**src/rtl/stepper_pkg.sv**
```systemverilog
// Shared definitions for the unipolar stepper phase driver: command codes,
// FSM state encoding and the half-step phase table.
package stepper_pkg;

   localparam logic [5:0] CMD_FWD  = 6'b000111;
   localparam logic [5:0] CMD_REV  = 6'b111000;
   localparam logic [5:0] CMD_STOP = 6'b000000;

   typedef enum logic [2:0] {
      ST_IDLE   = 3'd0,
      ST_FWD    = 3'd1,
      ST_REV    = 3'd2,
      ST_SETTLE = 3'd3,
      ST_HOLD   = 3'd4
   } state_e;

   typedef enum logic [1:0] {
      DEC_STOP = 2'd0,
      DEC_FWD  = 2'd1,
      DEC_REV  = 2'd2
   } dec_e;

   // Entry 0 sits in the least significant nibble.
   localparam logic [31:0] PHASE_TABLE = {
      4'b1001, 4'b0001, 4'b0011, 4'b0010,
      4'b0110, 4'b0100, 4'b1100, 4'b1000
   };

   function automatic logic [3:0] phase_coil(input logic [2:0] idx);
      return PHASE_TABLE[{idx, 2'b00} +: 4];
   endfunction

endpackage

```
**src/rtl/step_tick_gen.sv**
```systemverilog
// Free-running divider producing a one-clock tick every DIV_N clocks.
module step_tick_gen #(
   parameter int DIV_N = 24000,
   parameter int DIV_W = 15
) (
   input  logic clk,
   input  logic rst_n,
   output logic tick_o
);

   logic [DIV_W-1:0] cnt_q;
   logic [DIV_W-1:0] cnt_d;

   assign tick_o = (cnt_q == DIV_W'(DIV_N - 1));

   always_comb begin
      cnt_d = tick_o ? '0 : cnt_q + DIV_W'(1);
   end

   always_ff @(posedge clk or negedge rst_n) begin
      if (!rst_n) begin
         cnt_q <= '0;
      end else begin
         cnt_q <= cnt_d;
      end
   end

endmodule

```
**src/rtl/stepper_phase_driver.sv**
```systemverilog
// Stepper coil sequencer: decodes the direction command, steps the phase index
// on each divider tick, settles on reversals and releases coils after a hold.
module stepper_phase_driver
   import stepper_pkg::*;
#(
   parameter int DIV_N      = 24000,
   parameter int DIV_W      = 15,
   parameter int HALF_STEP  = 1,
   parameter int HOLD_TICKS = 250
) (
   input  logic               clk,
   input  logic               rst_n,
   input  logic [5:0]         cmd_i,
   output logic [3:0]         coil_o,
   output logic               step_pulse_o,
   output logic signed [15:0] pos_o,
   output logic               running_o,
   output logic               cmd_err_o
);

   localparam logic [2:0] INC    = (HALF_STEP != 0) ? 3'd1 : 3'd2;
   localparam int         HOLD_W = (HOLD_TICKS > 1) ? $clog2(HOLD_TICKS) : 1;

   logic [5:0]         cmd_q;
   logic [5:0]         cmd_prev_q;
   logic               err_q;
   state_e             state_q, state_d;
   logic [2:0]         idx_q, idx_d;
   logic signed [15:0] pos_q, pos_d;
   logic [HOLD_W-1:0]  hold_q, hold_d;
   logic               pulse_q, pulse_d;
   logic               tick;
   dec_e               dec;
   logic               cmd_illegal;

   step_tick_gen #(
      .DIV_N (DIV_N),
      .DIV_W (DIV_W)
   ) u_tick (
      .clk    (clk),
      .rst_n  (rst_n),
      .tick_o (tick)
   );

   always_comb begin
      dec         = DEC_STOP;
      cmd_illegal = 1'b1;
      if (cmd_q == CMD_FWD) begin
         dec         = DEC_FWD;
         cmd_illegal = 1'b0;
      end else if (cmd_q == CMD_REV) begin
         dec         = DEC_REV;
         cmd_illegal = 1'b0;
      end else if (cmd_q == CMD_STOP) begin
         cmd_illegal = 1'b0;
      end
   end

   // Command changes take priority over a coincident tick, so a step is only
   // taken when the decoded command still matches the running direction.
   always_comb begin
      state_d = state_q;
      idx_d   = idx_q;
      pos_d   = pos_q;
      hold_d  = hold_q;
      pulse_d = 1'b0;
      case (state_q)
         ST_IDLE: begin
            if (dec == DEC_FWD) begin
               state_d = ST_FWD;
            end else if (dec == DEC_REV) begin
               state_d = ST_REV;
            end
         end
         ST_FWD: begin
            if (dec == DEC_STOP) begin
               state_d = ST_HOLD;
               hold_d  = '0;
            end else if (dec == DEC_REV) begin
               state_d = ST_SETTLE;
            end else if (tick) begin
               idx_d   = idx_q + INC;
               pos_d   = pos_q + 16'sd1;
               pulse_d = 1'b1;
            end
         end
         ST_REV: begin
            if (dec == DEC_STOP) begin
               state_d = ST_HOLD;
               hold_d  = '0;
            end else if (dec == DEC_FWD) begin
               state_d = ST_SETTLE;
            end else if (tick) begin
               idx_d   = idx_q - INC;
               pos_d   = pos_q - 16'sd1;
               pulse_d = 1'b1;
            end
         end
         ST_SETTLE: begin
            if (tick) begin
               if (dec == DEC_FWD) begin
                  state_d = ST_FWD;
               end else if (dec == DEC_REV) begin
                  state_d = ST_REV;
               end else begin
                  state_d = ST_HOLD;
                  hold_d  = '0;
               end
            end
         end
         ST_HOLD: begin
            if (dec == DEC_FWD) begin
               state_d = ST_FWD;
            end else if (dec == DEC_REV) begin
               state_d = ST_REV;
            end else if (tick) begin
               if (hold_q == HOLD_W'(HOLD_TICKS - 1)) begin
                  state_d = ST_IDLE;
               end else begin
                  hold_d = hold_q + HOLD_W'(1);
               end
            end
         end
         default: begin
            state_d = ST_IDLE;
         end
      endcase
   end

   always_ff @(posedge clk or negedge rst_n) begin
      if (!rst_n) begin
         cmd_q      <= CMD_STOP;
         cmd_prev_q <= CMD_STOP;
         err_q      <= 1'b0;
         state_q    <= ST_IDLE;
         idx_q      <= 3'd0;
         pos_q      <= 16'sd0;
         hold_q     <= '0;
         pulse_q    <= 1'b0;
      end else begin
         cmd_q      <= cmd_i;
         cmd_prev_q <= cmd_q;
         err_q      <= cmd_illegal && (cmd_q != cmd_prev_q);
         state_q    <= state_d;
         idx_q      <= idx_d;
         pos_q      <= pos_d;
         hold_q     <= hold_d;
         pulse_q    <= pulse_d;
      end
   end

   // Decoding from registers keeps the coils dark the instant reset asserts.
   assign coil_o       = (state_q == ST_IDLE) ? 4'b0000 : phase_coil(idx_q);
   assign step_pulse_o = pulse_q;
   assign pos_o        = pos_q;
   assign running_o    = (state_q == ST_FWD) || (state_q == ST_REV);
   assign cmd_err_o    = err_q;

endmodule

```
**config.mk**
```make
export PLATFORM = sky130hd
export DESIGN_NAME = stepper_phase_driver
export DESIGN_NICKNAME = d
export VERILOG_FILES = /design/src/rtl/stepper_pkg.sv /design/src/rtl/step_tick_gen.sv /design/src/rtl/stepper_phase_driver.sv
export SDC_FILE = /design/constraint.sdc
export NUM_CORES = 1
export LEC_CHECK = 0
export BUFFER_PORTS_ARGS = -buffer_cell sky130_fd_sc_hd__buf_2
export CORE_MARGIN = 3
export CORE_UTILIZATION = 55
export CTS_BUF_LIST = sky130_fd_sc_hd__clkbuf_8
export CTS_CLUSTER_DIAMETER = 200
export DETAILED_ROUTE_END_ITERATION = 7
export PLACE_DENSITY = 0.75
export SLEW_MARGIN = 5
export SYNTH_ARGS = -nofsm -noshare
export SYNTH_HDL_FRONTEND = slang
export SYNTH_SLANG_ARGS = --single-unit
```
**constraint.sdc**
```tcl
create_clock -name clk -period 4.2 [get_ports clk]
set_clock_uncertainty 0.2 [all_clocks]
set_input_delay 0.21 -clock clk [delete_from_list [all_inputs] [get_ports clk]]
set_output_delay 0.21 -clock clk [all_outputs]
set_load 0.005 [all_outputs]
```
# [After elaboration in Yosys (flattened, before gate mapping)]
# Index checks and enable logic that the tools add are counted.
[totals] elab_cells=107 reg_bits=59 out_inout_bits=23 input_bits=8
[op_classes] eq_ne=30 mux=50 n_shift=1 n_addsub=6 reduce_logical=11
[ops] operator="2-to-1 mux 16 bit" n=6
[ops] operator="2-to-1 mux 8 bit" n=8
[ops] operator="2-to-1 mux 3 bit" n=19
[ops] operator="one-hot mux 16 bit (2 select lines)" n=1
[ops] operator="variable part select 32 x 6 -> 4 bit, first input constant" n=1
[ops] operator="one-hot mux 8 bit (3 select lines)" n=1
[ops] operator="!= test 2 bit, second input constant" n=9
[ops] operator="adder 16 x 2 -> 16 bit, second input constant" n=1
[ops] operator="subtractor 16 x 2 -> 16 bit, second input constant" n=1
[ops] operator="adder 15 x 1 -> 15 bit, second input constant" n=1
[ops] operator="equality test 15 bit, second input constant" n=1
[ops] operator="2-to-1 mux 15 bit" n=1
[ops] operator="one-hot mux 3 bit (5 select lines)" n=1
[ops] operator="!= test 2 x 1 -> 1 bit, second input constant" n=5
[ops] operator="!= test 3 bit, second input constant" n=3
[ops] operator="AND reduction 9 bit" n=1
[ops] operator="adder 8 x 1 -> 8 bit, second input constant" n=1
[ops] operator="equality test 8 bit, second input constant" n=1
[ops] operator="2-to-1 mux 1 bit" n=8
[ops] operator="AND reduction 7 bit" n=1
[ops] operator="equality test 3 x 2 -> 1 bit, second input constant" n=2
[ops] operator="equality test 6 x 3 -> 1 bit, second input constant" n=1
[ops] operator="equality test 6 bit, second input constant" n=1
[ops] operator="logical NOT 6 bit" n=1
[ops] operator="other kinds (21)" n=22

# [Logic depth before layout (Yosys ltp)]
# Gate-level depths: netlist of the first run.
[depth] ltp_word=8 depth_mapped=11

# [Cells and area by module]
# A second synthesis of the first run with hierarchy kept.
[unflattened] cells_unflattened=324 area_unflattened_um2=3096.7
[modules_own_cells] mod="stepper_phase_driver" n_inst=1 seq_area_each_um2=1101.1 cells_per_inst=256 area_per_inst_um2=2398.6
[modules_own_cells] mod="step_tick_gen" n_inst=1 seq_area_each_um2=375.4 cells_per_inst=68 area_per_inst_um2=698.2

# [Worst setup path after synthesis of the first run]
# Ideal clock, no wire load.
[synth_path] kind="reg2reg" start="register state_q[2]" end="register pos_q[14], in the netlist pos_o[14]" arrival_ps=2665 synth_period_minus_slack_ps=3000 path_slack_ps=1200 setup_time_ps=135 required_time_ps=3865 stages_incl_launch_ff=12 path_cell_list="dfrtp_1 > nand2b_1 > nor2_2 > ha_1 > clkbuf_1 > a21o_1 > a21o_1 > a21o_1 > a21o_1 > a31oi_1 > mux2i_1 > o311ai_1"
[synth_via] elab_chain_cells=3
[synth_rtl] element="start: declaration" line_no="stepper_phase_driver.sv:27" text="state_e state_q, state_d;"
[synth_rtl] element="start signal: assignment" line_no="stepper_phase_driver.sv:144" text="state_q <= state_d;"
[synth_rtl] element="equality test 3 x 2 -> 1 bit or equality test 3 x 1 -> 1 bit (tied branches)" line_no="stepper_phase_driver.sv:67" text="case (state_q)"
[synth_rtl] element="!= test 2 x 1 -> 1 bit (no line) (tied with other cells)"
[synth_rtl] element="AND reduction 7 bit (no line)"
[synth_rtl] element="end signal: assignment" line_no="stepper_phase_driver.sv:146" text="pos_q <= pos_d;"
[synth_rtl] element="end: declaration" line_no="stepper_phase_driver.sv:29" text="logic signed [15:0] pos_q, pos_d;"
# Several ways; a longest one is shown, not always the timed one.
# A chain may end at the register's enable or synchronous reset.

# [Worst setup path in the final report of the first run]
[layout_path] start="register state_q[2]" end="register pos_q[13], in the netlist pos_o[13]"
# Same word-level chain as after synthesis.

==> results of run 1 <==
flip-flops by register name, indices dropped and copies added, names as in the netlist:
| signal | cells |
|---|---|
| step_pulse_o | 1 |
| idx_q | 3 |
| cmd_err_o | 1 |
| hold_q | 8 |
| pos_o | 16 |
| cmd_prev_q | 6 |
| cmd_q | 6 |
| state_q | 3 |
| u_tick.cnt_q | 15 |
synthesized netlist by cell type (3+ instances only):
library cell and number:
a211oi_1 3, a21o_1 7, a21oi_1 19, a31oi_1 6
and2_1 4, and3_1 5, buf_2 5, clkbuf_1 5
dfrtp_1 59, ha_1 17, inv_1 9, nand2_1 45
nand3_1 13, nand4_1 4, nor2_1 32, nor3_1 12
o21ai_0 29, o21bai_1 3, o31ai_1 5, o41ai_1 3
xnor2_1 19, xor2_1 15
path summary, 6_finish.rpt:
path,from,end
hold / removal,cmd_q[4]$_DFF_PN0_,cmd_prev_q[4]$_DFF_PN0_
hold reg to reg,cmd_q[4]$_DFF_PN0_,cmd_prev_q[4]$_DFF_PN0_
setup reg to reg,state_q[2]$_DFFE_PN0P_,pos_o[13]$_DFFE_PN0P_
max in group asynchronous,rst_n,idx_q[0]$_DFFE_PN0P_
setup / recovery,state_q[2]$_DFFE_PN0P_,pos_o[13]$_DFFE_PN0P_
min in group asynchronous,rst_n,hold_q[7]$_DFFE_PN0P_
critical path: cells and delay by family (launching register included):
family                   cells  cell delay (ns)
adder cells (fa/ha/maj)      1             0.33
buffers and inverters        1             0.26
flip-flops                   1             0.50
XOR/XNOR                     1             0.14
AND/OR/NAND/NOR              3             0.83
AO/OA/AOI/OAI                5             0.84
power groups by stage:
stage / combinational, W / clock [W] / sequential, W
3_3_place_gp: 0.000288 / 0 / 0.000624
3_5_place_dp: 0.000292 / 0 / 0.000626
6_report: 0.000299 / 0.000579 / 0.000617
4_1_cts: 0.000301 / 0.000594 / 0.000616
2_1_floorplan: 0.000240 / 0 / 0.000605
5_1_grt: 0.000339 / 0.000618 / 0.000622
metal layers:
metal | vias up | part of all wire [%] | track usage (%)
met5 | - | 0 | 0
met4 | 0 | 0.75 | 4.46
met3 | 4 | 3.4 | 4.91
met2 | 37 | 47 | 31.5
met1 | 1284 | 49 | 25.7
li1 | 1355 | - | -
final cells by class:
class | count | area (sq um)
clock buffers | 11 | 151
fillers | 467 | 1830
inverters | 9 | 33.8
multi-input cells | 279 | 1820
well taps | 72 | 90.1
flip-flops and latches | 59 | 1480
repair buffers | 39 | 235
clock inverters | 4 | 73.8
repair_timing:
| item | 4_1_cts | 5_1_grt |
|---|---|---|
| hold endpoints to repair | 65 | 0 |
| endpoints found under the setup margin | 0 | 0 |
| hold buffers | 7 | 0 |
through the flow:
step	power (W)	setup slack (ns)	instance area (sq um)	utilization (%)	cells
after global placement	0.000912	1.14	3580	62.8	451
final	0.00150	0.991	3880	68.0	473
after floorplan	0.000844	1.20	3380	-	359
after detailed placement	0.000919	1.01	3580	62.8	451
after CTS	0.00151	0.979	3880	68.0	473
after global routing	0.00158	0.664	3880	68.0	473
cells by family (layout without fill, tap and decap cells):
family,after synthesis,in the layout
and+or+nand+nor,132,132
adders and majority gates,19,19
buffers and inverters,21,63
xor gates and xnor gates,34,34
muxes,2,2
DFF,59,59
AOI/OAI and AO/OA,92,92
==> summary.txt, run 1 <==
Synth
  • Mux cell area share after synthesis: 0.592%
  • Main synth FF type: dfrtp_1
  • Synthesized flop and latch total: 59
  • Xor/xnor share of the synthesized area: 8.81%
  • Post-synthesis compound-gate area fraction: 17.9%
  • Synth Area per Inst: 9.42 sq um
  • Post-Synth Simple-Gate Area: 19.1%
  • Synth top area share: 43.7%
  • Post-synthesis adder-cell area fraction: 7.48%
  • Yosys top cell by area: dfrtp_1
  • Syn nets: slightly below 400
  • Register area share after synthesis: 43.7%
  • Asr flop ratio synth: 100%
  • Number of flops mapped to enable cells by yosys: 0
  • Synth Instances: 359
  • Top area cells in the synthesized netlist: dfrtp_1 44%, ha_1 6.3%, nand2_1 5.0%, xnor2_1 4.9%, o21ai_0 4.3%
  • Combinational family with the most area after synthesis: simple AND/OR/NAND/NOR gates
  • Ys Warns: 0
  • Post-synth cell types: a little over 50
  • Netlist Area Pre-Place: 3380 sq um

Cells and area
  • Commonest non-fill, non-tap cell in the layout: dfrtp_1
  • Layout cells sized above 1: between 10% and 20%
  • Most frequent cells in the layout: 59 x dfrtp_1, 45 x nand2_1, 32 x nor2_1
  • Layout Nets: around 420
  • Diode count: 0
  • P&R area growth vs syn: 14.8%

Power
  • Clk pwr share: 38.7%
  • Design internal power: roughly 0.0011 W
  • NetSw: 0.000431 W
  • Seq pwr share: 41.3%
  • Leak Pwr: 1.77 nW
  • Cell Pwr Density: between 300 and 400 nW/um^2
  • Peak supply drop: around 0.38 mV
  • Sw Share: between 20% and 30%
  • Comb power frac: 20.0%

Route
  • Drt drc: 0
  • Initial DRT Pass Iterations: 4
  • Via count: approximately 2700
  • Initial drt markers: around 190
  • Total Wirelength: 6370 um
  • Via density: ~5.7
  • Final antenna-violating net count: 0
  • Average wire per standard cell: 13.5 um

Clock tree
  • H-tree levels: 3
  • Postcts setup bufs: 0
  • CTS clock-pin slew for the worst setup and hold paths: 0.07 ns
  • PostCTS Resize Cnt: 0
  • Clock Tree Buf Depth: 2
  • # clock sinks: 59
  • Clock Tree Root: clkbuf_8
  • CTS tree: done
  • Clk Latency, worst-skew pair: between 0.3 and 0.4 ns
  • Number of buffers created by CTS: 9

Global routing
  • Initial antenna violation count: 0
  • Number of global-route vias before repair: ~2500
  • Global-route wire length before repair: 11300 um
  • Total GRT Usage: 19.2%
  • GRT Residual Overflow: 0
  • Largest net degree at the start of global routing: 60

Critical path
  • Worst path arrival time: 3.24 ns
  • Register-to-Register Path Depth: 11
  • Critical path class: flip-flop to flip-flop
  • Slowest cell on the critical path: dfrtp_1
  • CP dominant cell by count: o21ai_0
  • CP max stage delay: around 0.5 ns
  • Critical Path End Type: flip-flop
  • CP Cell Sequence: nand2b_1 > nor2_2 > buf_4 > ha_1 > a21oi_1 > o211ai_1 > nor3_1 > a21o_2 > o21ai_0 > xnor2_1 > o21ai_0
  • Worst endpoint required time: 4.23 ns
  • Crit start category: flip-flop
  • Crit Path Max Fanout: 18
  • R2r setup slk: around 1 ns

Floorplanning
  • Initial Util: 59.2%
  • Die area: 7120 sq um
  • Row count: 27
  • Die height: 84.4 um
  • CORE AREA: 5710 sq um
  • I/O pin count: 31
  • Die width: approximately 84 um

Run status
  • Run status: completed

STA
  • Fin crit share: approximately 76%
  • Max Freq: 312 MHz
  • Final setup fails: 0
  • Minimum clock period: 3.21 ns
  • Worst Tran Pin Value: 0.728 ns
  • Fin. Hold Viols: 0
  • Max-slew violation count: 0
  • Fin Setup TNS: 0 ns
  • Fin Hold WS: between 0.2 and 0.25 ns
  • Relative slew slack: about half
  • RSZ-0062 raised after global routing: false

Place
  • Port bufs: 30
  • Routability cong.: about 0.9
  • HPWL after DPL: 4500 um

Run
  • Max cap viols: 0

Min path
  • Hold WC Path Type: flip-flop to flip-flop
  • Hold Path Cell Cnt: 0
No activity file was read; power rests on OpenSTA's default activity.
==> inputs of run 2 (changes only) <==
==> constraint.sdc (replaced) <==
create_clock -name clk -period 3.1 [get_ports clk]
set_clock_uncertainty 0.2 [all_clocks]
set_input_delay 0.155 -clock clk [delete_from_list [all_inputs] [get_ports clk]]
set_output_delay 0.155 -clock clk [all_outputs]
set_load 0.005 [all_outputs]
==> summary.txt, run 2 (synthesis results as in run 1) <==
Global routing
  • Global-route wire length before repair: 11500 um (was 11300 um)
  • Number of global-route vias before repair: 2638 (was 2539)
  • Initial antenna violation count: 0 (unchanged)
  • Largest net degree at the start of global routing: 51 (was 60)
  • GRT Residual Overflow: 0 (unchanged)
  • Total GRT Usage: 19.4% (was 19.2%)

Critical path
  • Buffers & Inverters on Critical Path: 1 (unchanged)
  • Critical Path End Type: flip-flop (unchanged)
  • Worst endpoint required time: 3.11 ns (was 4.23 ns)
  • CP dominant cell by count: o21ai_2 (was o21ai_0)
  • Critical path class: flip-flop to flip-flop (unchanged)
  • Setup crit start: state_q[2]$_DFFE_PN0P_ (unchanged)
  • Crit Path Max Fanout: 21 (was 18)
  • Slowest cell on the critical path: dfrtp_1 (unchanged)
  • Worst path arrival time: 2.84 ns (was 3.24 ns)
  • Reg-to-reg endpoint: pos_o[15]$_DFFE_PN0P_ (was pos_o[13]$_DFFE_PN0P_)
  • R2r setup slk: 0.27 ns (was 0.99 ns)
  • CP Cell Sequence: nand2b_1 > nor2_2 > buf_12 > ha_1 > o21ai_2 > nor4_4 > o21bai_2 > a2111oi_4 > mux2i_1 > o21ai_2 > xnor2_1 (was nand2b_1 > nor2_2 > buf_4 > ha_1 > a21oi_1 > o211ai_1 > nor3_1 > a21o_2 > o21ai_0 > xnor2_1 > o21ai_0)
  • Crit start category: flip-flop (unchanged)
  • Worst path depth: 11 (unchanged)
  • Critical Path End: pos_o[15]$_DFFE_PN0P_ (was pos_o[13]$_DFFE_PN0P_)
  • CP max stage delay: 0.38 ns (was 0.50 ns)
  • Reg2reg start: state_q[2]$_DFFE_PN0P_ (unchanged)
  • CP top delay family: compound AO/OA/AOI/OAI gates (unchanged)
  • Register-to-Register Path Depth: 11 (unchanged)

Clock tree
  • # clock sinks: 59 (unchanged)
  • Clock Tree Buf Depth: 2 (unchanged)
  • Clock Tree Root: clkbuf_8 (unchanged)
  • Postcts setup bufs: 0 (unchanged)
  • H-tree levels: 3 (unchanged)
  • Clk Latency, worst-skew pair: 0.33 ns (about the same)
  • Number of buffers created by CTS: 9 (unchanged)
  • CTS tree: done (unchanged)
  • CTS clock-pin slew for the worst setup and hold paths: 0.07 ns (about the same)

STA
  • Fin. Hold Viols: 0 (unchanged)
  • Fin Hold WS: 0.246 ns (was 0.242 ns)
  • Max-slew violation count: 0 (unchanged)
  • Worst Tran Pin Value: 1.06 ns (was 0.728 ns)
  • RSZ-0062 raised after global routing: false (unchanged)
  • Relative slew slack: 29.1% (was 51.5%)
  • Minimum clock period: 2.83 ns (was 3.21 ns)
  • Fin Setup TNS: 0 ns (unchanged)
  • Fin crit share: 91.1% (was 76.4%)
  • Max Freq: 354 MHz (was 312 MHz)
  • Final setup fails: 0 (unchanged)
  • Final WS setup: 0.275 ns (was 0.991 ns)

Floorplanning
  • Die height: 84.4 um (unchanged)
  • CORE AREA: 5710 sq um (unchanged)
  • Die area: 7120 sq um (unchanged)
  • Initial Util: 59.2% (unchanged)
  • Die width: 84.4 um (unchanged)
  • Row count: 27 (unchanged)
  • I/O pin count: 31 (unchanged)

Run status
  • Run status: completed (unchanged)

Cells and area
  • Diode count: 0 (unchanged)
  • Most frequent cells in the layout: 59 x dfrtp_1, 45 x nand2_1, 32 x nor2_1 (unchanged)
  • Commonest non-fill, non-tap cell in the layout: dfrtp_1 (unchanged)
  • P&R area growth vs syn: 15.9% (was 14.8%)
  • Max reg flops: 16 (unchanged)
  • Post-route cell area: 3920 sq um (was 3880 sq um)
  • Layout Nets: 430 (was 424)
  • Core Util, Final: 68.6% (was 68.0%)
  • Layout cells sized above 1: 16.7% (was 15.0%)

Route
  • Average wire per standard cell: 13.4 um (was 13.5 um)
  • Via density: 5.63 (was 5.67)
  • Final antenna-violating net count: 0 (unchanged)
  • Via count: 2703 (was 2680)
  • Initial drt markers: 134 (was 194)
  • Total Wirelength: 6440 um (was 6370 um)
  • Drt drc: 0 (unchanged)
  • Initial DRT Pass Iterations: 4 (unchanged)

Power
  • Peak supply drop: 0.326 mV (was 0.376 mV)
  • Cell Pwr Density: 506 nW/um^2 (was 385 nW/um^2)
  • Leak Pwr: 1.79 nW (was 1.77 nW)

Place
  • Routability cong.: 0.904 (was 0.894)
  • Port bufs: 30 (unchanged)
  • HPWL after DPL: 4600 um (was 4500 um)
  • DP Area: 3640 sq um (was 3580 sq um)
  • Placement Setup Slack: 0.279 ns (was 1.01 ns)

Run
  • Max cap viols: 0 (unchanged)

Min path
  • Hold WC Path Type: flip-flop to flip-flop (unchanged)
run 2: how the worst min path moves through the flow:
stage / from / to / slack, ns / depth (start not counted)
6_report: cmd_q[4]$_DFF_PN0_ / cmd_prev_q[4]$_DFF_PN0_ / 0.25 / 0
5_1_grt: cmd_i[3] / cmd_q[3]$_DFF_PN0_ / 0.25 / 2
4_1_cts: cmd_i[2] / cmd_q[2]$_DFF_PN0_ / 0.25 / 2
3_5_place_dp: cmd_i[2] / cmd_q[2]$_DFF_PN0_ / 0.06 / 1
3_3_place_gp: cmd_i[4] / cmd_q[4]$_DFF_PN0_ / 0.06 / 1
2_1_floorplan: rst_n / cmd_err_o$_DFF_PN0_ / -0.34 / 0
run 2: cell type report:
| type | count | area [sq um] |
|---|---|---|
| Fill cell | 470 | 1790 |
| Multi-Input combinational cell | 279 | 1820 |
| Sequential cell | 59 | 1480 |
| Tap cell | 72 | 90.1 |
| Clock buffer | 10 | 138 |
| Inverter | 9 | 33.8 |
| Timing Repair Buffer | 45 | 293 |
| Clock inverter | 6 | 63.8 |
run 2: layer usage:
metal	routed length, um	global-route usage (%)	vias to the layer above
li1	-	-	1363
met1	3160	25.6	1291
met2	3050	31.4	45
met3	183	3.63	4
met4	56	8.20	0
met5	0	0	-
run 2: what timing repair did:
item	CTS	global route
resized for setup	0	1
hold buffers	7	0
setup endpoints to repair	0	1
hold endpoints to repair	55	0
run 2: report_power, final:
group	internal, W	switching [W]
Sequential	0.000790	0.0000138
Clock	0.000393	0.000315
Combinational	0.000187	0.000285
run 2: through the flow:
step,cells,total power [W]
2_1_floorplan,359,0.00114
3_3_place_gp,457,0.00127
3_5_place_dp,457,0.00128
4_1_cts,480,0.00200
5_1_grt,480,0.00210
6_report,480,0.00198
==> inputs of run 3 (changes only) <==
--- a/config.mk
+++ b/config.mk
@@ -7,11 +7,10 @@
 export LEC_CHECK = 0
 export BUFFER_PORTS_ARGS = -buffer_cell sky130_fd_sc_hd__buf_2
 export CORE_MARGIN = 3
-export CORE_UTILIZATION = 55
+export CORE_UTILIZATION = 25
 export CTS_BUF_LIST = sky130_fd_sc_hd__clkbuf_8
 export CTS_CLUSTER_DIAMETER = 200
 export DETAILED_ROUTE_END_ITERATION = 7
-export PLACE_DENSITY = 0.75
 export SLEW_MARGIN = 5
 export SYNTH_ARGS = -nofsm -noshare
 export SYNTH_HDL_FRONTEND = slang
==> summary.txt, run 3 (synthesis results as in run 1) <==
Run status
  • Run status: completed (unchanged)

Cells and area
  • Max reg flops: 16 (unchanged)
  • Fillers: 1353 (was 470)
  • P&R area growth vs syn: 19.4% (was 15.9%)
  • Commonest non-fill, non-tap cell in the layout: dfrtp_1 (unchanged)
  • Post-route cell area: 4040 sq um (was 3920 sq um)
  • Layout Nets: 432 (was 430)
  • Diode count: 0 (unchanged)
  • Layout cells sized above 1: 16.3% (was 16.7%)
  • Most frequent cells in the layout: 59 x dfrtp_1, 45 x nand2_1, 32 x nor2_1 (unchanged)

STA
  • Final setup fails: 0 (unchanged)
  • Fin. Hold Viols: 0 (unchanged)
  • Fin Setup TNS: 0 ns (unchanged)
  • Max-slew violation count: 0 (unchanged)
  • Minimum clock period: 2.80 ns (was 2.83 ns)
  • Worst Tran Pin Value: 0.641 ns (was 1.06 ns)
  • Fin crit share: 90.5% (was 91.1%)
  • Max Freq: 357 MHz (was 354 MHz)
  • Relative slew slack: 56.9% (was 29.1%)
  • RSZ-0062 raised after global routing: false (unchanged)

Global routing
  • Largest net degree at the start of global routing: 28 (was 51)
  • Total GRT Usage: 10.4% (was 19.4%)
  • Number of global-route vias before repair: 2616 (was 2638)
  • Initial antenna violation count: 0 (unchanged)
  • Global-route wire length before repair: 12600 um (was 11500 um)
  • GRT Residual Overflow: 0 (unchanged)

Floorplanning
  • Row count: 41 (was 27)
  • Die width: 122 um (was 84.4 um)
  • Die area: 15000 sq um (was 7120 sq um)
  • CORE AREA: 12900 sq um (was 5710 sq um)
  • I/O pin count: 31 (unchanged)
  • Initial Util: 26.2% (was 59.2%)
  • Die height: 122 um (was 84.4 um)

Route
  • Average wire per standard cell: 12.3 um (was 13.4 um)
  • Final antenna-violating net count: 0 (unchanged)
  • Via count: 2739 (was 2703)
  • Total Wirelength: 7190 um (was 6440 um)
  • Via density: 4.71 (was 5.63)
  • Drt drc: 0 (unchanged)
  • Initial DRT Pass Iterations: 4 (unchanged)
  • Initial drt markers: 91 (was 134)

Critical path
  • Critical path class: flip-flop to flip-flop (unchanged)
  • Crit Path Max Fanout: 12 (was 21)
  • Critical Path End Type: flip-flop (unchanged)
  • Worst path arrival time: 2.83 ns (was 2.84 ns)
  • Crit start category: flip-flop (unchanged)
  • Worst endpoint required time: 3.13 ns (was 3.11 ns)

Place
  • Routability cong.: 0.823 (was 0.904)
  • DP Area: 3760 sq um (was 3640 sq um)
  • HPWL after DPL: 5200 um (was 4600 um)
  • Port bufs: 30 (unchanged)

Power
  • Design internal power: 0.00136 W (was 0.00137 W)
  • Clk pwr share: 35.2% (was 35.7%)
  • Comb power frac: 24.2% (was 23.8%)
  • Leak Pwr: 1.80 nW (was 1.79 nW)
  • Peak supply drop: 0.217 mV (was 0.326 mV)
  • NetSw: 0.000622 W (was 0.000613 W)
  • Seq pwr share: 40.6% (was 40.5%)
  • Cell Pwr Density: 490 nW/um^2 (was 506 nW/um^2)
  • Sw Share: 31.4% (was 30.9%)

Clock tree
  • CTS tree: done (unchanged)
  • Clk Latency, worst-skew pair: 0.35 ns (was 0.33 ns)
  • Clock Tree Buf Depth: 2 (unchanged)
  • PostCTS Resize Cnt: 0 (unchanged)
  • Clock Tree Root: clkbuf_8 (unchanged)
  • Number of buffers created by CTS: 9 (unchanged)
  • H-tree levels: 3 (unchanged)
  • CTS clock-pin slew for the worst setup and hold paths: 0.07 ns (about the same)
  • # clock sinks: 59 (unchanged)

Min path
  • Hold WC Path Type: input port to asynchronous set/reset pin (was flip-flop to flip-flop)

Run
  • Max cap viols: 0 (unchanged)
## run 3: final timing paths
check | start | endpoint | slack [ns] | cells after the start
worst max-delay path | state_q[2]$_DFFE_PN0P_ | pos_o[14]$_DFFE_PN0P_ | 0.30 | 11
worst min-delay path | rst_n | u_tick.cnt_q[14]$_DFF_PN0_ | 0.22 | 3
worst max register to register | state_q[2]$_DFFE_PN0P_ | pos_o[14]$_DFFE_PN0P_ | 0.30 | 11
worst min register to register | cmd_q[5]$_DFF_PN0_ | cmd_prev_q[5]$_DFF_PN0_ | 0.25 | 0
max in group asynchronous | rst_n | hold_q[2]$_DFFE_PN0P_ | 1.87 | 3
min in group clk | cmd_i[2] | cmd_q[2]$_DFF_PN0_ | 0.25 | 2
## run 3: repair_timing
action	in CTS	in global routing
hold buffers	8	0
setup endpoints to repair	0	0
hold endpoints to repair	65	0
setup buffers	0	0
## run 3: metal layers
layer	vias up	wire [um]	GRT usage (%)
li1	1372	-	-
met1	1309	3600	14.2
met2	47	3210	16.0
met3	11	274	2.58
met4	0	104	3.78
met5	-	0	0
## run 3: cell type report
class	instances	area [sq um]	share of cell area, %
multi-input combinational	279	1820	45.1
sequential	59	1480	36.6
timing repair buffer	47	298	7.38
tap	172	215	5.33
clock buffer	10	138	3.41
clock inverter	6	56.3	1.39
inverter	9	33.8	0.837
## run 3: critical path: stages, from the launching register on
cell	delay, ns
dfrtp_1	0.38
nand2b_1	0.17
nor2_2	0.10
buf_4	0.20
ha_1	0.30
a21o_1	0.17
a21oi_1	0.29
o211ai_1	0.13
and2_1	0.20
a31oi_1	0.22
mux2i_1	0.21
o311ai_1	0.11
## run 3: power groups by stage
stage	Clock (W)	Sequential (W)	Combinational (W)
after floorplan	0	0.000819	0.000325
after global placement	0	0.000818	0.000462
after detailed placement	0	0.000819	0.000470
after CTS	0.000724	0.000804	0.000480
after global routing	0.000763	0.000805	0.000538
final	0.000697	0.000804	0.000478
## run 3: per-stage QoR
stage | total power [W] | std cells | setup WS (ns) | hold slack [ns] | utilization, %
4_1_cts | 0.00201 | 582 | 0.283 | 0.231 | 31.2
5_1_grt | 0.00211 | 582 | 0.0799 | 0.245 | 31.2
3_5_place_dp | 0.00129 | 558 | 0.284 | -0.188 | 29.1
3_3_place_gp | 0.00128 | 558 | 0.350 | -0.192 | 29.1
6_report | 0.00198 | 582 | 0.295 | 0.223 | 31.2
2_1_floorplan | 0.00114 | 359 | 0.0999 | -0.341 | -
